<file path="src/rtl/vga_key_overlay.sv">
// vga_key_overlay: VGA timing generator that blends per-key colour stripes
// over a background image streamed from an external ROM. Each key has an
// 8-bit intensity that jumps to full on press and fades once per frame
// after release.
//
// Ports:
//   iVGA_CLK          pixel clock (single clock domain)
//   iRST              asynchronous active-high reset
//   iKEYS             key-held flags, asynchronous, bit k = key k
//   iBGR              background pixel {b,g,r}, valid 1 cycle after oADDR
//   oADDR             background ROM address, linear y*H_ACTIVE+x
//   oHS, oVS          active-low syncs, aligned with the colour outputs
//   oBLANK_n          high on active-video pixels, aligned with colour
//   b_data/g_data/r_data  registered pixel colour
module vga_key_overlay #(
  parameter int unsigned NUM_KEYS  = 7,
  parameter int unsigned KEY_W     = 91,
  parameter int unsigned H_ACTIVE  = 640,
  parameter int unsigned H_FP      = 16,
  parameter int unsigned H_SYNC    = 96,
  parameter int unsigned H_BP      = 48,
  parameter int unsigned V_ACTIVE  = 480,
  parameter int unsigned V_FP      = 10,
  parameter int unsigned V_SYNC    = 2,
  parameter int unsigned V_BP      = 33,
  parameter logic [7:0]  FADE_STEP = 8'h20
) (
  input  logic                iVGA_CLK,
  input  logic                iRST,
  input  logic [NUM_KEYS-1:0] iKEYS,
  input  logic [23:0]         iBGR,
  output logic [18:0]         oADDR,
  output logic                oHS,
  output logic                oVS,
  output logic                oBLANK_n,
  output logic [7:0]          b_data,
  output logic [7:0]          g_data,
  output logic [7:0]          r_data
);

  localparam int unsigned H_TOTAL  = H_ACTIVE + H_FP + H_SYNC + H_BP;
  localparam int unsigned V_TOTAL  = V_ACTIVE + V_FP + V_SYNC + V_BP;
  localparam int unsigned HW       = $clog2(H_TOTAL);
  localparam int unsigned VW       = $clog2(V_TOTAL);
  localparam int unsigned CW       = (KEY_W > 1) ? $clog2(KEY_W) : 1;
  localparam int unsigned KW       = $clog2(NUM_KEYS + 1);
  localparam int unsigned HS_START = H_ACTIVE + H_FP;
  localparam int unsigned HS_END   = HS_START + H_SYNC;
  localparam int unsigned VS_START = V_ACTIVE + V_FP;
  localparam int unsigned VS_END   = VS_START + V_SYNC;

  // Stage 0: raster counters, ROM address and key column tracking
  logic [HW-1:0]       h_q, h_d;
  logic [VW-1:0]       v_q, v_d;
  logic [18:0]         addr_q, addr_d;
  logic [CW-1:0]       col_q, col_d;
  logic [KW-1:0]       kidx_q, kidx_d;
  logic [NUM_KEYS-1:0] keys_meta_q, keys_sync_q;
  logic [7:0]          lvl_q [NUM_KEYS];
  logic [7:0]          lvl_d [NUM_KEYS];

  // Stage 1: pixel attributes waiting for the ROM data
  logic          s1_act_q, s1_hs_q, s1_vs_q, s1_key_q;
  logic [KW-1:0] s1_kidx_q;
  logic [7:0]    s1_lvl_q;

  // Stage 2: registered outputs
  logic       hs_q, vs_q, blank_q;
  logic [7:0] b_q, g_q, r_q;
  logic [7:0] b_d, g_d, r_d;

  logic       h_end_c, v_end_c, act_c, hs_raw_c, vs_raw_c, upd_c, is_key_c;
  logic [7:0] sel_lvl_c;
  logic [9:0] kc10_c;
  logic [7:0] kc_b_c, kc_r_c;

  // (kc*L + bg*(255-L)) >> 8 evaluated at 16 bits; the sum never exceeds 65025
  function automatic logic [7:0] blend(input logic [7:0] kc, input logic [7:0] bg,
                                       input logic [7:0] lvl);
    logic [15:0] acc;
    acc = 16'(kc) * 16'(lvl) + 16'(bg) * 16'(8'hFF - lvl);
    return acc[15:8];
  endfunction

  // Raster counters, address and incremental key index
  always_comb begin
    h_end_c  = (h_q == HW'(H_TOTAL - 1));
    v_end_c  = (v_q == VW'(V_TOTAL - 1));
    act_c    = (32'(h_q) < H_ACTIVE) && (32'(v_q) < V_ACTIVE);
    hs_raw_c = !((32'(h_q) >= HS_START) && (32'(h_q) < HS_END));
    vs_raw_c = !((32'(v_q) >= VS_START) && (32'(v_q) < VS_END));
    upd_c    = (h_q == '0) && (32'(v_q) == V_ACTIVE);
    is_key_c = (32'(kidx_q) < NUM_KEYS);

    h_d    = h_end_c ? '0 : h_q + HW'(1);
    v_d    = v_q;
    addr_d = addr_q;
    col_d  = col_q;
    kidx_d = kidx_q;
    if (h_end_c) begin
      v_d = v_end_c ? '0 : v_q + VW'(1);
    end
    if (h_end_c && v_end_c) begin
      addr_d = '0;
    end else if (act_c) begin
      addr_d = addr_q + 19'd1;
    end
    // Column counter restarts each line; the index saturates at NUM_KEYS (non-key)
    if (h_end_c) begin
      col_d  = '0;
      kidx_d = '0;
    end else if (col_q == CW'(KEY_W - 1)) begin
      col_d = '0;
      if (32'(kidx_q) < NUM_KEYS) begin
        kidx_d = kidx_q + KW'(1);
      end
    end else begin
      col_d = col_q + CW'(1);
    end
  end

  // Per-key levels change only on the frame-update pulse, outside active video
  always_comb begin
    sel_lvl_c = 8'h00;
    for (int k = 0; k < int'(NUM_KEYS); k++) begin
      lvl_d[k] = lvl_q[k];
      if (upd_c) begin
        if (keys_sync_q[k]) begin
          lvl_d[k] = 8'hFF;
        end else if (lvl_q[k] > FADE_STEP) begin
          lvl_d[k] = lvl_q[k] - FADE_STEP;
        end else begin
          lvl_d[k] = 8'h00;
        end
      end
      if (kidx_q == KW'(k)) begin
        sel_lvl_c = lvl_q[k];
      end
    end
  end

  // Key colour ramps red->blue with index; blended only when the level is nonzero
  always_comb begin
    kc10_c = 10'(s1_kidx_q) << 5;
    kc_b_c = (kc10_c > 10'd255) ? 8'hFF : kc10_c[7:0];
    kc_r_c = 8'hFF - kc_b_c;
    b_d    = 8'h00;
    g_d    = 8'h00;
    r_d    = 8'h00;
    if (s1_act_q) begin
      b_d = iBGR[23:16];
      g_d = iBGR[15:8];
      r_d = iBGR[7:0];
      if (s1_key_q && (s1_lvl_q != 8'h00)) begin
        b_d = blend(kc_b_c, iBGR[23:16], s1_lvl_q);
        g_d = blend(8'h00,  iBGR[15:8],  s1_lvl_q);
        r_d = blend(kc_r_c, iBGR[7:0],   s1_lvl_q);
      end
    end
  end

  // All state
  always_ff @(posedge iVGA_CLK or posedge iRST) begin
    if (iRST) begin
      h_q         <= '0;
      v_q         <= '0;
      addr_q      <= '0;
      col_q       <= '0;
      kidx_q      <= '0;
      keys_meta_q <= '0;
      keys_sync_q <= '0;
      for (int k = 0; k < int'(NUM_KEYS); k++) begin
        lvl_q[k] <= 8'h00;
      end
      s1_act_q    <= 1'b0;
      s1_hs_q     <= 1'b1;
      s1_vs_q     <= 1'b1;
      s1_key_q    <= 1'b0;
      s1_kidx_q   <= '0;
      s1_lvl_q    <= 8'h00;
      hs_q        <= 1'b1;
      vs_q        <= 1'b1;
      blank_q     <= 1'b0;
      b_q         <= 8'h00;
      g_q         <= 8'h00;
      r_q         <= 8'h00;
    end else begin
      h_q         <= h_d;
      v_q         <= v_d;
      addr_q      <= addr_d;
      col_q       <= col_d;
      kidx_q      <= kidx_d;
      keys_meta_q <= iKEYS;
      keys_sync_q <= keys_meta_q;
      for (int k = 0; k < int'(NUM_KEYS); k++) begin
        lvl_q[k] <= lvl_d[k];
      end
      s1_act_q    <= act_c;
      s1_hs_q     <= hs_raw_c;
      s1_vs_q     <= vs_raw_c;
      s1_key_q    <= is_key_c;
      s1_kidx_q   <= kidx_q;
      s1_lvl_q    <= sel_lvl_c;
      hs_q        <= s1_hs_q;
      vs_q        <= s1_vs_q;
      blank_q     <= s1_act_q;
      b_q         <= b_d;
      g_q         <= g_d;
      r_q         <= r_d;
    end
  end

  assign oADDR    = addr_q;
  assign oHS      = hs_q;
  assign oVS      = vs_q;
  assign oBLANK_n = blank_q;
  assign b_data   = b_q;
  assign g_data   = g_q;
  assign r_data   = r_q;

endmodule

</file>
<file path="config.mk">
export PLATFORM = sky130hd
export DESIGN_NAME = vga_key_overlay
export DESIGN_NICKNAME = d
export VERILOG_FILES = /design/src/rtl/vga_key_overlay.sv
export SDC_FILE = /design/constraint.sdc
export NUM_CORES = 1
export LEC_CHECK = 0
export ABC_AREA = 1
export ABC_CLOCK_PERIOD_IN_PS = 12300
export CAP_MARGIN = 20
export CORE_MARGIN = 2
export CORE_UTILIZATION = 50
export CTS_CLUSTER_SIZE = 30
export DETAILED_ROUTE_END_ITERATION = 10
export MAX_ROUTING_LAYER = met4
export PLACE_DENSITY = 0.79
export SYNTH_ARGS = -nofsm -noshare
export SYNTH_HDL_FRONTEND = slang
export SYNTH_SLANG_ARGS = --single-unit
</file>
<file path="constraint.sdc">
create_clock -name iVGA_CLK -period 12.3 [get_ports iVGA_CLK]
set_input_delay 2.46 -clock iVGA_CLK [delete_from_list [all_inputs] [get_ports iVGA_CLK]]
set_output_delay 2.46 -clock iVGA_CLK [all_outputs]
set_load 0.01 [all_outputs]
</file>
==> flow_summary.ini <==
[sta]
finalCritPeriodShare = 0.630
tightest_slew_ns = 0.787
period_needed_ns = 7.75
setup_violations = 0
fin_tns_setup_ns = 0
skew_ns = 0.0102
slew_headroom = 0.475
drv_slew = 0
worst_slack_ns = 4.55
hold_viol = 0
rsz0062_at_grt = false
fmax_mhz = 129

[synthesis]
synth.ff_latch_count = 129
synth_most_common_cell = inv_1
synth_top_family_by_area = adder cells
synth.avg_cell_area_um2 = 8.06
synthAdderAreaFrac = 0.366
synth_edf_count = 0
synthTopCellsByCount = inv_1, nand2_1, nor2_1
synth_area_leaders = dfrtp_1, fa_1, ha_1, inv_1, nand2_1
synth_top_area_frac = 0.220
synth_ff_type = dfrtp_1
synth_top_area_cell = dfrtp_1
synthCells = 1766
synthSimpleGateAreaFrac = 0.181
synth_compound_area_frac = 0.0805
synthesis.area_um2 = 14200
seq_area_frac_synth = 0.227
yosysWarningCount = 0
syn_nets = 2121
synth.mux.area_fraction = 0
synth-xor-area-share = 0.0191
synth.distinct_cells = 49
async_reset_ff_frac = 1.00

[clock_network]
holdBufCountCts = 0
cts.clk_slew.worst_paths_ns = 0.06
clock_latency_ns = 0.43
clk_path_buf_depth = 2
cts_resized = 0
postCtsSetupRepairBufs = 0
clkSinkCount = 129
ctsRootBufferMaster = clkbuf_16
numCtsBuffers = 17
htree_levels = 4
cts_tree = yes

[die]
core_area_um2 = 27900
die_area_um2 = 29800
row_count = 61
dieWidth_um = 173
ios = 79
die_y_um = 173
initial_core_util = 0.509

[pwr]
power_mw = 2.42
power.density_nw_per_um2 = 151
p_leak_nw = 8.68
peakVddDrop_v = 0.000110

[worst_setup_path]
critPathLaunchType = primary input
crit_type = in -> reg
cp_max_fo = 6
end_kind = register
arrival_ns = 8.05
required_ns = 12.60

[job]
cap_violations = 0

[grt]
track_usage = 0.232
antenna_found_initial = 1
grt_pass1_vias = 11900
grt-ovfl-total = 0
grt_max_degree = 83
grt_first_pass_wirelength_mm = 55.5

[route]
drtPass1Iterations = 6
wire_per_inst_um = 14.3
via_per_inst = 5.11
antenna_left = 0
wl_mm = 31.8
post-route-drc-count = 0
drt_iter0_markers = 676
via_count = 11400

[placement]
pre_cts_slack_ns = 4.09
place_congestion = 0.888
io_buffers = 78
dp_hpwl_mm = 24.8

[final_layout]
drive_above_1_share = 0.0442
multi_input_area_um2 = 9190
finalNetCount = 2196
final-seq-area_um2 = 3230
area_delta_synth_final_pct = 12.5
fillers = 2501

[outcome]
status = finished, final reports clean

[min_path]
hp-class = reg -> reg
flip-flops by register name, indices dropped and copies added (netlist names), 3 cells and up:
register / flops
b_data: 8
col_q: 7
g_data: 8
h_q: 10
keys_meta_q: 7
keys_sync_q: 7
kidx_q: 3
lvl_q: 28
oADDR: 19
r_data: 8
s1_kidx_q: 3
s1_lvl_q: 4
v_q: 10
layout make-up:
| type | instances | share of cell area |
|---|---|---|
| Timing Repair Buffer | 86 | 0.0533 |
| Multi-Input combinational cell | 1163 | 0.574 |
| Inverter | 444 | 0.104 |
| Antenna cell | 1 | 0.000156 |
| Tap cell | 378 | 0.0295 |
| Clock inverter | 13 | 0.00938 |
| Sequential cell | 129 | 0.202 |
| Clock buffer | 19 | 0.0270 |
metrics by stage:
| step | utilization | cells | hold WS (ns) | cell area [um^2] |
|---|---|---|---|---|
| floorplan | - | 1766 | 0.331 | 14200 |
| finish | 0.573 | 2233 | 0.339 | 16000 |
| detailed placement | 0.551 | 2199 | 0.335 | 15400 |
| global route | 0.573 | 2233 | 0.347 | 16000 |
| global placement | 0.551 | 2199 | 0.335 | 15400 |
| CTS | 0.572 | 2231 | 0.345 | 16000 |
critical path, cell delays in order:
cell	delay (ns)
clkdlybuf4s50_1	0.60
inv_1	0.10
nor2_1	0.45
fa_1	0.53
fa_1	0.52
inv_1	0.05
fa_1	0.47
inv_1	0.05
fa_1	0.44
fa_1	0.51
inv_1	0.05
fa_1	0.53
inv_1	0.04
ha_1	0.36
a21oi_1	0.24
nor2_1	0.07
nor2_1	0.08
nand2_1	0.09
nand2_1	0.07
nand2_1	0.06
nand2_1	0.07
nand2_1	0.05
nor2_1	0.10
nor2_1	0.04
layout by cell type, fill, tap and decap left out, types with 5 or more instances in the layout:
cell	instances
clkdlybuf4s50_1	78
nor2_2	5
fa_1	156
clkbuf_16	17
dfrtp_1	125
a21oi_1	79
inv_2	5
o21ai_1	8
or2_2	14
nand3_1	71
xor2_1	15
ha_1	166
inv_1	435
buf_4	7
nand2_1	277
inv_6	5
o211ai_1	9
a31oi_1	15
o21ai_0	91
nor2_1	175
xnor2_1	16
nand4_1	10
nor3_1	17
metal layers:
layer / routed length (um) / vias to the layer above / track usage
met4: 774 / 0 / 0.0720
met1: 13600 / 5522 / 0.285
li1: - / 5568 / -
met2: 15800 / 268 / 0.393
met5: 0 / - / -
met3: 1600 / 62 / 0.0383
report_power, final:
part | switching (mW) | internal (mW)
Sequential | 0.00295 | 0.431
Clock | 0.211 | 0.302
Combinational | 0.903 | 0.569
cell families (layout without fill, tap and decap cells):
| kind of cell | Yosys count | in the layout |
|---|---|---|
| adders and majority gates | 322 | 322 |
| DFF | 129 | 129 |
| other | 0 | 1 |
| AOI/OAI and AO/OA | 214 | 214 |
| and+or+nand+nor | 596 | 596 |
| xor gates and xnor gates | 31 | 31 |
| buffers and inverters | 474 | 562 |
path summary, 6_finish.rpt:
kind | from | end | slack (ns) | cells past startpoint
min | keys_meta_q[2]$_DFF_PP0_ | keys_sync_q[2]$_DFF_PP0_ | 0.34 | 0
min in group asynchronous | iRST | oADDR[14]$_DFFE_PP0P_ | 2.56 | 2
min reg2reg | keys_meta_q[2]$_DFF_PP0_ | keys_sync_q[2]$_DFF_PP0_ | 0.34 | 0
max reg2reg | s1_lvl_q[4]$_DFF_PP0_ | r_data[6]$_DFF_PP0_ | 6.38 | 20
max | iBGR[7] | r_data[7]$_DFF_PP0_ | 4.55 | 24
max in group asynchronous | iRST | r_data[2]$_DFF_PP0_ | 8.58 | 3
Note: power is estimated with default switching activity, not from simulation.
